<file path="config.mk">
export PLATFORM = sky130hd
export DESIGN_NAME = mc_sim_harness
export DESIGN_NICKNAME = d
export VERILOG_FILES = /design/src/rtl/mc_sim_harness.sv
export SDC_FILE = /design/constraint.sdc
export NUM_CORES = 1
export LEC_CHECK = 0
export CORE_MARGIN = 8
export CORE_UTILIZATION = 54
export CTS_BUF_LIST = sky130_fd_sc_hd__clkbuf_4 sky130_fd_sc_hd__clkbuf_8 sky130_fd_sc_hd__clkbuf_16
export DETAILED_ROUTE_END_ITERATION = 10
export HOLD_SLACK_MARGIN = 0.1
export PLACE_DENSITY = 0.95
export SLEW_MARGIN = 20
export SYNTH_ARGS = -nofsm -noshare
export SYNTH_HDL_FRONTEND = slang
export SYNTH_SLANG_ARGS = --single-unit
</file>
<file path="constraint.sdc">
create_clock -name clk -period 3.5 [get_ports clk]
set_input_delay 0.7 -clock clk [delete_from_list [all_inputs] [get_ports clk]]
set_output_delay 0.7 -clock clk [all_outputs]
set_load 0.02 [all_outputs]
</file>
<file path="src/rtl/mc_sim_harness.sv">
// Run controller for the multi-cycle CPU:
// program load, reset hold, bounded run, then a register dump stream.
module mc_sim_harness #(
  parameter int DW         = 32,
  parameter int AW         = 8,
  parameter int DEPTH      = 256,
  parameter int RST_HOLD   = 2,
  parameter int RUN_CYCLES = 10,
  parameter int REG_CNT    = 32,
  parameter int RSEL_W     = 5
) (
  input  logic              clk,
  input  logic              rstn,
  input  logic              start,
  input  logic              halt_req,
  input  logic              ld_valid,
  input  logic [DW-1:0]     ld_data,
  input  logic              ld_last,
  output logic              ld_ready,
  output logic              mem_we,
  output logic [AW-1:0]     mem_addr,
  output logic [DW-1:0]     mem_wdata,
  output logic              cpu_rstn,
  output logic              cpu_ce,
  output logic [RSEL_W-1:0] reg_sel,
  input  logic [DW-1:0]     reg_data,
  output logic              dump_valid,
  output logic [RSEL_W-1:0] dump_idx,
  output logic [DW-1:0]     dump_data,
  input  logic              dump_ready,
  output logic              busy,
  output logic              done,
  output logic              err_ovf
);

  localparam int HOLD = (RST_HOLD < 1) ? 1 : RST_HOLD;
  localparam logic [AW-1:0]     LAST_ADDR = AW'(DEPTH - 1);
  localparam logic [RSEL_W-1:0] LAST_IDX  = RSEL_W'(REG_CNT - 1);
  localparam logic [31:0]       HOLD_LAST = 32'(HOLD - 1);
  localparam logic [31:0]       RUN_LAST  = 32'(RUN_CYCLES - 1);

  typedef enum logic [2:0] {
    IDLE, LOAD, RSTW, RUN, DSEL, DOUT, DONE
  } state_t;

  state_t            state, nxt;
  logic [AW-1:0]     wcnt;
  logic [31:0]       hcnt;
  logic [31:0]       rcnt;
  logic [RSEL_W-1:0] idx;
  logic              acc;
  logic              go;
  logic              run_end;

  assign acc     = ld_valid && (state == LOAD);
  assign go      = start && ((state == IDLE) || (state == DONE));
  assign run_end = (RUN_CYCLES != 0) && (rcnt == RUN_LAST);
  assign reg_sel = idx;

  // State register
  always_ff @(posedge clk or negedge rstn) begin
    if (!rstn) state <= IDLE;
    else       state <= nxt;
  end

  // Next-state and per-state control outputs
  always_comb begin
    nxt        = state;
    ld_ready   = 1'b0;
    cpu_rstn   = 1'b0;
    cpu_ce     = 1'b0;
    dump_valid = 1'b0;
    busy       = 1'b1;
    done       = 1'b0;
    unique case (state)
      IDLE: begin
        busy = 1'b0;
        if (start) nxt = LOAD;
      end
      LOAD: begin
        ld_ready = 1'b1;
        if (ld_valid && (ld_last || wcnt == LAST_ADDR))
          nxt = RSTW;
      end
      RSTW: begin
        if (hcnt == HOLD_LAST) nxt = RUN;
      end
      RUN: begin
        cpu_rstn = 1'b1;
        cpu_ce   = 1'b1;
        if (halt_req || run_end) nxt = DSEL;
      end
      DSEL: begin
        cpu_rstn = 1'b1;
        nxt      = DOUT;
      end
      DOUT: begin
        cpu_rstn   = 1'b1;
        dump_valid = 1'b1;
        if (dump_ready)
          nxt = (idx == LAST_IDX) ? DONE : DSEL;
      end
      DONE: begin
        cpu_rstn = 1'b1;
        busy     = 1'b0;
        done     = 1'b1;
        if (start) nxt = LOAD;
      end
      default: nxt = IDLE;
    endcase
  end

  // Load write pipeline, hold/run/dump counters, sticky overflow
  always_ff @(posedge clk or negedge rstn) begin
    if (!rstn) begin
      wcnt      <= '0;
      hcnt      <= '0;
      rcnt      <= '0;
      idx       <= '0;
      mem_we    <= 1'b0;
      mem_addr  <= '0;
      mem_wdata <= '0;
      dump_idx  <= '0;
      dump_data <= '0;
      err_ovf   <= 1'b0;
    end else begin
      mem_we <= acc;
      if (acc) begin
        mem_addr  <= wcnt;
        mem_wdata <= ld_data;
        wcnt      <= wcnt + AW'(1);
      end
      if (go) begin
        wcnt    <= '0;
        err_ovf <= 1'b0;
      end else if (acc && !ld_last && wcnt == LAST_ADDR) begin
        err_ovf <= 1'b1;
      end
      hcnt <= (state == RSTW) ? hcnt + 32'd1 : 32'd0;
      rcnt <= (state == RUN) ? rcnt + 32'd1 : 32'd0;
      if (state == RUN)
        idx <= '0;
      else if (state == DOUT && dump_ready && idx != LAST_IDX)
        idx <= idx + RSEL_W'(1);
      if (state == DSEL) begin
        dump_data <= reg_data;
        dump_idx  <= idx;
      end
    end
  end

endmodule

</file>
==> results of run 1 <==
-- registers in the layout, summed over array words and instances (netlist names) --
signal     cells
dump_data     32
dump_idx       5
err_ovf        1
hcnt          32
mem_addr       8
mem_wdata     32
mem_we         1
rcnt          32
reg_sel        5
state          3
wcnt           8
-- worst max-delay path, cell delays in order (launching register included) --
cell and delay (ns):
dfrtp_1 0.52, nand3b_1 0.27, inv_1 0.27, clkdlybuf4s50_1 0.71
-- worst paths after layout --
kind | cells past startpoint | slack, ns | to | from
setup / recovery | 3 | 0.59 | cpu_ce | state[2]$_DFFE_PN0P_
hold / removal | 1 | 0.38 | dump_data[22]$_DFFE_PN0P_ | rstn
setup reg to reg | 5 | 1.31 | wcnt[2]$_DFFE_PN0P_ | state[0]$_DFFE_PN0P_
hold reg to reg | 1 | 0.51 | dump_data[18]$_DFFE_PN0P_ | dump_data[18]$_DFFE_PN0P_
max in group asynchronous | 2 | 2.31 | hcnt[14]$_DFF_PN0_ | rstn
min in group clk | 1 | 0.51 | dump_data[18]$_DFFE_PN0P_ | dump_data[18]$_DFFE_PN0P_
-- synthesized netlist by cell type (all sizes together) --
library cell / n
o211ai: 1
nand2: 24
and4: 7
xor2: 46
and3b: 1
dfrtp: 159
o21ai: 5
nor4b: 3
xnor2: 23
nand2b: 2
or3: 4
nor4: 15
nand3b: 3
or2: 3
mux2: 77
mux2i: 3
nand4: 30
o21ba: 1
and4bb: 1
o22a: 1
and3: 9
a32o: 1
a21oi: 5
nor3: 7
ha: 7
nand3: 27
buf: 17
o21a: 1
a22o: 1
nor2: 90
nor3b: 2
o21bai: 1
and2: 4
inv: 10
clkbuf: 7
-- power groups by stage --
| stage | clock (mW) | combinational, mW | sequential [mW] |
|---|---|---|---|
| 4_1_cts | 1.99 | 2.79 | 2.65 |
| 6_report | 1.99 | 2.78 | 2.67 |
| 2_1_floorplan | 0 | 0.931 | 3.06 |
| 5_1_grt | 2.07 | 2.90 | 2.70 |
| 3_3_place_gp | 0 | 2.58 | 2.58 |
| 3_5_place_dp | 0 | 2.69 | 2.64 |
-- kinds of logic (layout without fill, tap and decap cells) --
kind of cell               after synthesis  in the layout
buffers and inverters                   34            207
other                                    0              2
muxes                                   80             80
DFF                                    159            159
xor gates and xnor gates                69             69
AOI/OAI and AO/OA                       17             17
and+or+nand+nor                        232            232
adders and majority gates                7              7
-- routing by layer --
layer | global-route usage, % | vias to the layer above | routed length [um]
li1 | - | 2394 | -
met1 | 28.32 | 2797 | 8014
met2 | 45.47 | 328 | 11250
met3 | 7.508 | 93 | 1977
met4 | 13.44 | 2 | 1039
met5 | 0 | - | 17
-- area by class of cell --
| cell class | count | share of cell area (%) |
|---|---|---|
| flip-flops and latches | 159 | 41.83 |
| multi-input cells | 405 | 31.36 |
| repair buffers | 165 | 17.37 |
| clock buffers | 21 | 5.051 |
| well taps | 176 | 2.315 |
| clock inverters | 11 | 1.631 |
| inverters | 10 | 0.3946 |
| diodes | 2 | 0.05261 |
-- placed cells by master (no fill, tap or decap), types with 5 or more instances in the layout --
cell type	Yosys	routed
clkbuf_16	0	17
ha_1	7	7
nand3_1	27	27
o21ai_0	5	5
nor4_1	11	11
inv_1	10	10
dfrtp_1	159	159
and3_1	9	9
nand2_1	24	24
nor3_1	6	6
nand4_1	27	27
xnor2_1	23	23
nor2_1	90	90
and4_1	5	5
mux2_2	77	77
clkdlybuf4s50_1	0	159
a21oi_1	5	5
xor2_1	46	46
-- stage by stage --
step           instances  hold WS, ns  setup WS [ns]  utilization, %
6_report             949       0.3781         0.5926           72.99
5_1_grt              948       0.4793         0.5529           72.97
4_1_cts              947       0.4385         0.6329           72.96
3_5_place_dp         915       0.4949         0.8030           68.08
3_3_place_gp         915       0.4875         0.9344           68.08
2_1_floorplan        598       0.4044          1.623               -
==> run summary, run 1 <==
CTS Root Cell -> clkbuf_16
Share of cells above drive strength 1 -> 16.86%
Sw frac -> 34.66%
Ranking of synthesized cells by area -> dfrtp_1 (56%), mux2_2 (12%), xor2_1 (5.7%)
Routed Antenna Nets -> 0
Vias per inst -> 5.916
PD cells -> 781.6 nW/um^2
Largest net degree at the start of global routing -> 108
Die width -> 130.7 um
Longest Clk Path Bufs -> 2
CTS Sinks -> 159
Post-detail-place hpwl -> 13.83 mm
Clock power share -> 26.8%
Final TNS setup -> 0 ns
Post-Syn Area -> 7104 um^2
Synth Area in Compound Gates -> 1.550%
Final non-filler cell area -> 9513 um^2
Die height -> 130.7 um
DRT iter0 DRCs -> 643
Adder-Cell Fraction of Synth Area -> 1.233%
CTS tree -> done
Worst vdd rail ir drop -> 0.4158 mV
# fillers -> 713
Synth Area in XOR/XNOR -> 8.507%
Mapped Cells -> 598
Nets -> 836
Power after layout -> 7.436 mW
Sequential fraction of the synthesis area -> 56.01%
Ports -> 161
RSZ-0062 raised after global routing -> no
Synthesis-to-layout area growth -> 33.90%
Setup CP Type -> reg2out
Hold Fails Final Rpt -> 0
Mux cell area share after synthesis -> 12.63%
Startpoint types -> flop
Remaining DRCs -> 0
Max-slew headroom -> 34.40%
Fmax -> 0.3439 GHz
Initial Util -> 54.51%
Layout Skew -> 0.008147 ns
Leading area contributor after synthesis -> dfrtp_1
GRT Overall Usage -> 26.04%
Site row count -> 42
Post-synthesis simple-gate area fraction -> 18.00%
Port Buffer Count -> 160
Avg WL per Cell -> 23.50 um
H-tree depth -> 4
Sequential cell area -> 3979 um^2
Combinational share of power -> 37.4%
HP Class -> in2async
Multi-input logic area -> 2983 um^2
Syn Area/Cell -> 11.88 um^2
Vias post-DR -> 5614
Placer Congestion -> 0.8425
Max cap viols -> 0
Skew-Pair Late Insertion Delay -> 0.43 ns
Crit path required time -> 2.80 ns
Net Sw Power -> 2.578 mW
Die area -> 17080 um^2
Arrival time of the worst setup path -> 2.21 ns
Gr ovfl total -> 0
Initial antenna violation count -> 2
CORE AREA -> 13030 um^2
Total iterations of the first detailed-routing run -> 5
Status -> finished clean
Total wire length -> 22.30 mm
Syn. warnings -> 0
Post-CTS Hold Buffers -> 0
Vias in the first global route -> 5948
Distinct cells, synth -> 45
P_int -> 4.858 mW
Number of synthesized register bits -> 159
Tcrit/Tclk final -> 83.07%
Post-synthesis net count -> 676
Post-synth top area share -> 56.01%
Reg clk slew, reported paths -> 0.06 ns
Final setup vio count -> 0
Placed inst area -> 8872 um^2
Leak Pwr -> 4.033 nW
Slew Viols, Final -> 0
Min Tclk post-route -> 2.907 ns
Post-CTS Setup Bufs -> 0
Global-route wire length before repair -> 33.71 mm
Largest family of logic cells by synthesized area -> simple AND/OR/NAND/NOR gates
TritonCTS Buffers -> 17
CP max FO -> 11
Reg power frac -> 35.9%
Worst Tran Pin Value -> 0.9840 ns
CP Capture Type -> output pin
Resize count post-CTS -> 0
(Power assumes the default switching activity.)
==> run 2, diff against run 1 <==
--- a/config.mk
+++ b/config.mk
@@ -6,11 +6,11 @@
 export NUM_CORES = 1
 export LEC_CHECK = 0
 export CORE_MARGIN = 8
-export CORE_UTILIZATION = 54
+export CORE_UTILIZATION = 51
 export CTS_BUF_LIST = sky130_fd_sc_hd__clkbuf_4 sky130_fd_sc_hd__clkbuf_8 sky130_fd_sc_hd__clkbuf_16
 export DETAILED_ROUTE_END_ITERATION = 10
 export HOLD_SLACK_MARGIN = 0.1
-export PLACE_DENSITY = 0.95
+export PLACE_DENSITY = 0.92
 export SLEW_MARGIN = 20
 export SYNTH_ARGS = -nofsm -noshare
 export SYNTH_HDL_FRONTEND = slang
==> constraint.sdc (replaced) <==
create_clock -name clk -period 2.9 [get_ports clk]
set_input_delay 0.58 -clock clk [delete_from_list [all_inputs] [get_ports clk]]
set_output_delay 0.58 -clock clk [all_outputs]
set_load 0.02 [all_outputs]
==> run 2 against run 1 <==
  * First-iteration DRC count down 33%
  * Utilization down 3.5 points
  * Combinational power up 18%
  * Sequential share of layout area down 0.099 points
  * Via count down 2.8%
  * Worst hold slack worse by 0.22 ns
  * Global-route usage down 3.1 points
  * Critical path type unchanged
  * Critical endpoint unchanged
==> run summary, run 2 (synthesized netlist as in run 1, its figures left out) <==
Status -> finished clean
HP Class -> in2async
Hold slack final -> 0.1601 ns
CTS Root Cell -> clkbuf_16
Site row count -> 43
Final TNS setup -> 0 ns
Nets -> 839
Slowest-stage cell, CP -> clkdlybuf4s50_1
CP cell instances -> nand3b_1 -> inv_1 -> clkdlybuf4s50_1
Combinational share of power -> 37.0%
Global-route wire length before repair -> 32.02 mm
Vias per inst -> 5.718
Ports -> 161
Final setup vio count -> 0
Max-slew headroom -> 54.04%
CP top delay family -> buffers and inverters
Power after layout -> 8.905 mW
GRT Overall Usage -> 22.93%
WP depth -> 3
CP max FO -> 11
CTS tree -> done
Leak Pwr -> 4.050 nW
Die area -> 17960 um^2
Worst path bufs/invs -> 2
FF-to-FF path depth -> 7
Slew Viols, Final -> 0
Worst r2r src -> rcnt[1]$_DFF_PN0_
Remaining DRCs -> 0
Post-CTS Setup Bufs -> 0
Setup CP Type -> reg2out
Post-detail-place hpwl -> 13.22 mm
RSZ-0062 raised after global routing -> no
Port Buffer Count -> 160
Worst Tran Pin Value -> 0.6822 ns
Vias in the first global route -> 5629
Arrival time of the worst setup path -> 2.19 ns
CORE AREA -> 13720 um^2
Largest net degree at the start of global routing -> 73
Reg clk slew, reported paths -> 0.06 ns
Net Sw Power -> 3.004 mW
Crit path required time -> 2.32 ns
Setup crit start -> state[2]$_DFFE_PN0P_
Gr ovfl total -> 0
Min Tclk post-route -> 2.767 ns
Routed Antenna Nets -> 0
Share of cells above drive strength 1 -> 17.08%
Sw frac -> 33.73%
Longest Clk Path Bufs -> 2
Reg power frac -> 35.9%
Final Util -> 69.50%
DRT iter0 DRCs -> 432
Fmax -> 0.3615 GHz
Clock power share -> 27.2%
Reg-to-Reg End -> state[0]$_DFFE_PN0P_
Register-to-register setup slack -> 0.62 ns
Vias post-DR -> 5455
PD cells -> 933.9 nW/um^2
Total iterations of the first detailed-routing run -> 5
H-tree depth -> 4
Avg WL per Cell -> 21.46 um
P_int -> 5.901 mW
Tcrit/Tclk final -> 95.40%
Post-CTS Hold Buffers -> 0
Die width -> 134.0 um
Worst vdd rail ir drop -> 0.5153 mV
Commonest non-fill, non-tap cells in the layout -> dfrtp_1 (159), clkdlybuf4s50_1 (159), nor2_1 (90), mux2_2 (77), xor2_1 (46)
Total wire length -> 20.48 mm
CTS Sinks -> 159
Initial antenna violation count -> 2
Skew-Pair Late Insertion Delay -> 0.43 ns
Die height -> 134.0 um
Max cap viols -> 0
Startpoint types -> flop
Resize count post-CTS -> 0
Synthesis-to-layout area growth -> 34.22%
# fillers -> 861
Placer Congestion -> 0.8319
Hold Fails Final Rpt -> 0
TritonCTS Buffers -> 17
CP Capture Type -> output pin
Layout Skew -> 0.008995 ns
CP peak stage delay -> 0.69 ns
Crit path capture -> cpu_ce
Initial Util -> 51.78%
==> run 2: metal layers <==
layer	part of all wire (%)	vias up	GRT usage, %
met4	3.0	2	8.796
met5	0.078	-	0
met1	37	2723	25.85
li1	-	2393	-
met3	7.9	51	7.629
met2	52	286	39.49
==> run 2: area by class of cell <==
type	count	area, um^2	share of cell area [%]
sequential	159	3979	41.73
multi-input combinational	405	2983	31.28
timing repair buffer	168	1675	17.57
clock buffer	20	454.2	4.763
tap	180	225.2	2.362
clock inverter	11	178.9	1.876
inverter	10	37.54	0.3936
antenna	1	2.502	0.02624
==> run 2: worst reg2reg max path, cell delays in order, from the launching register on <==
cell,delay [ns]
dfrtp_1,0.41
inv_1,0.07
ha_1,0.13
nor4b_1,0.32
nand4_1,0.18
o21ai_0,0.59
nand4_1,0.25
xnor2_1,0.19
==> run 2: per-stage QoR <==
stage | cell area [um^2] | cells | setup WS [ns]
2_1_floorplan | 7104 | 598 | 1.023
3_3_place_gp | 8900 | 922 | 0.5747
3_5_place_dp | 8900 | 922 | 0.5491
4_1_cts | 9533 | 953 | 0.1409
5_1_grt | 9535 | 954 | 0.06379
6_report | 9535 | 954 | 0.1334
==> run 2: power by group through the flow <==
stage                     Combinational [mW]  Clock (mW)  Sequential [mW]
after floorplan                         1.12           0             3.69
after global placement                  3.11           0             3.12
after detailed placement                3.22           0             3.18
after CTS                               3.31        2.45             3.19
after global routing                    3.44        2.55             3.25
final                                   3.29        2.42             3.19
==> run 2: how the worst min path moves through the flow <==
stage,to,slack (ns),cells after the start
CTS,dump_data[7]$_DFFE_PN0P_,0.17,1
detailed placement,dump_data[21]$_DFFE_PN0P_,0.49,1
global route,dump_data[29]$_DFFE_PN0P_,0.20,1
finish,dump_data[12]$_DFFE_PN0P_,0.16,1
floorplan,dump_data[0]$_DFFE_PN0P_,0.28,0
global placement,dump_data[1]$_DFFE_PN0P_,0.49,1
==> run 3, diff against run 2 <==
--- a/config.mk
+++ b/config.mk
@@ -8,6 +8,7 @@
 export CORE_MARGIN = 8
 export CORE_UTILIZATION = 51
 export CTS_BUF_LIST = sky130_fd_sc_hd__clkbuf_4 sky130_fd_sc_hd__clkbuf_8 sky130_fd_sc_hd__clkbuf_16
+export CTS_CLUSTER_DIAMETER = 120
 export DETAILED_ROUTE_END_ITERATION = 10
 export HOLD_SLACK_MARGIN = 0.1
 export PLACE_DENSITY = 0.92
==> results of run 3 <==
Final layout, timing and power as in run 2 (identical DEF).
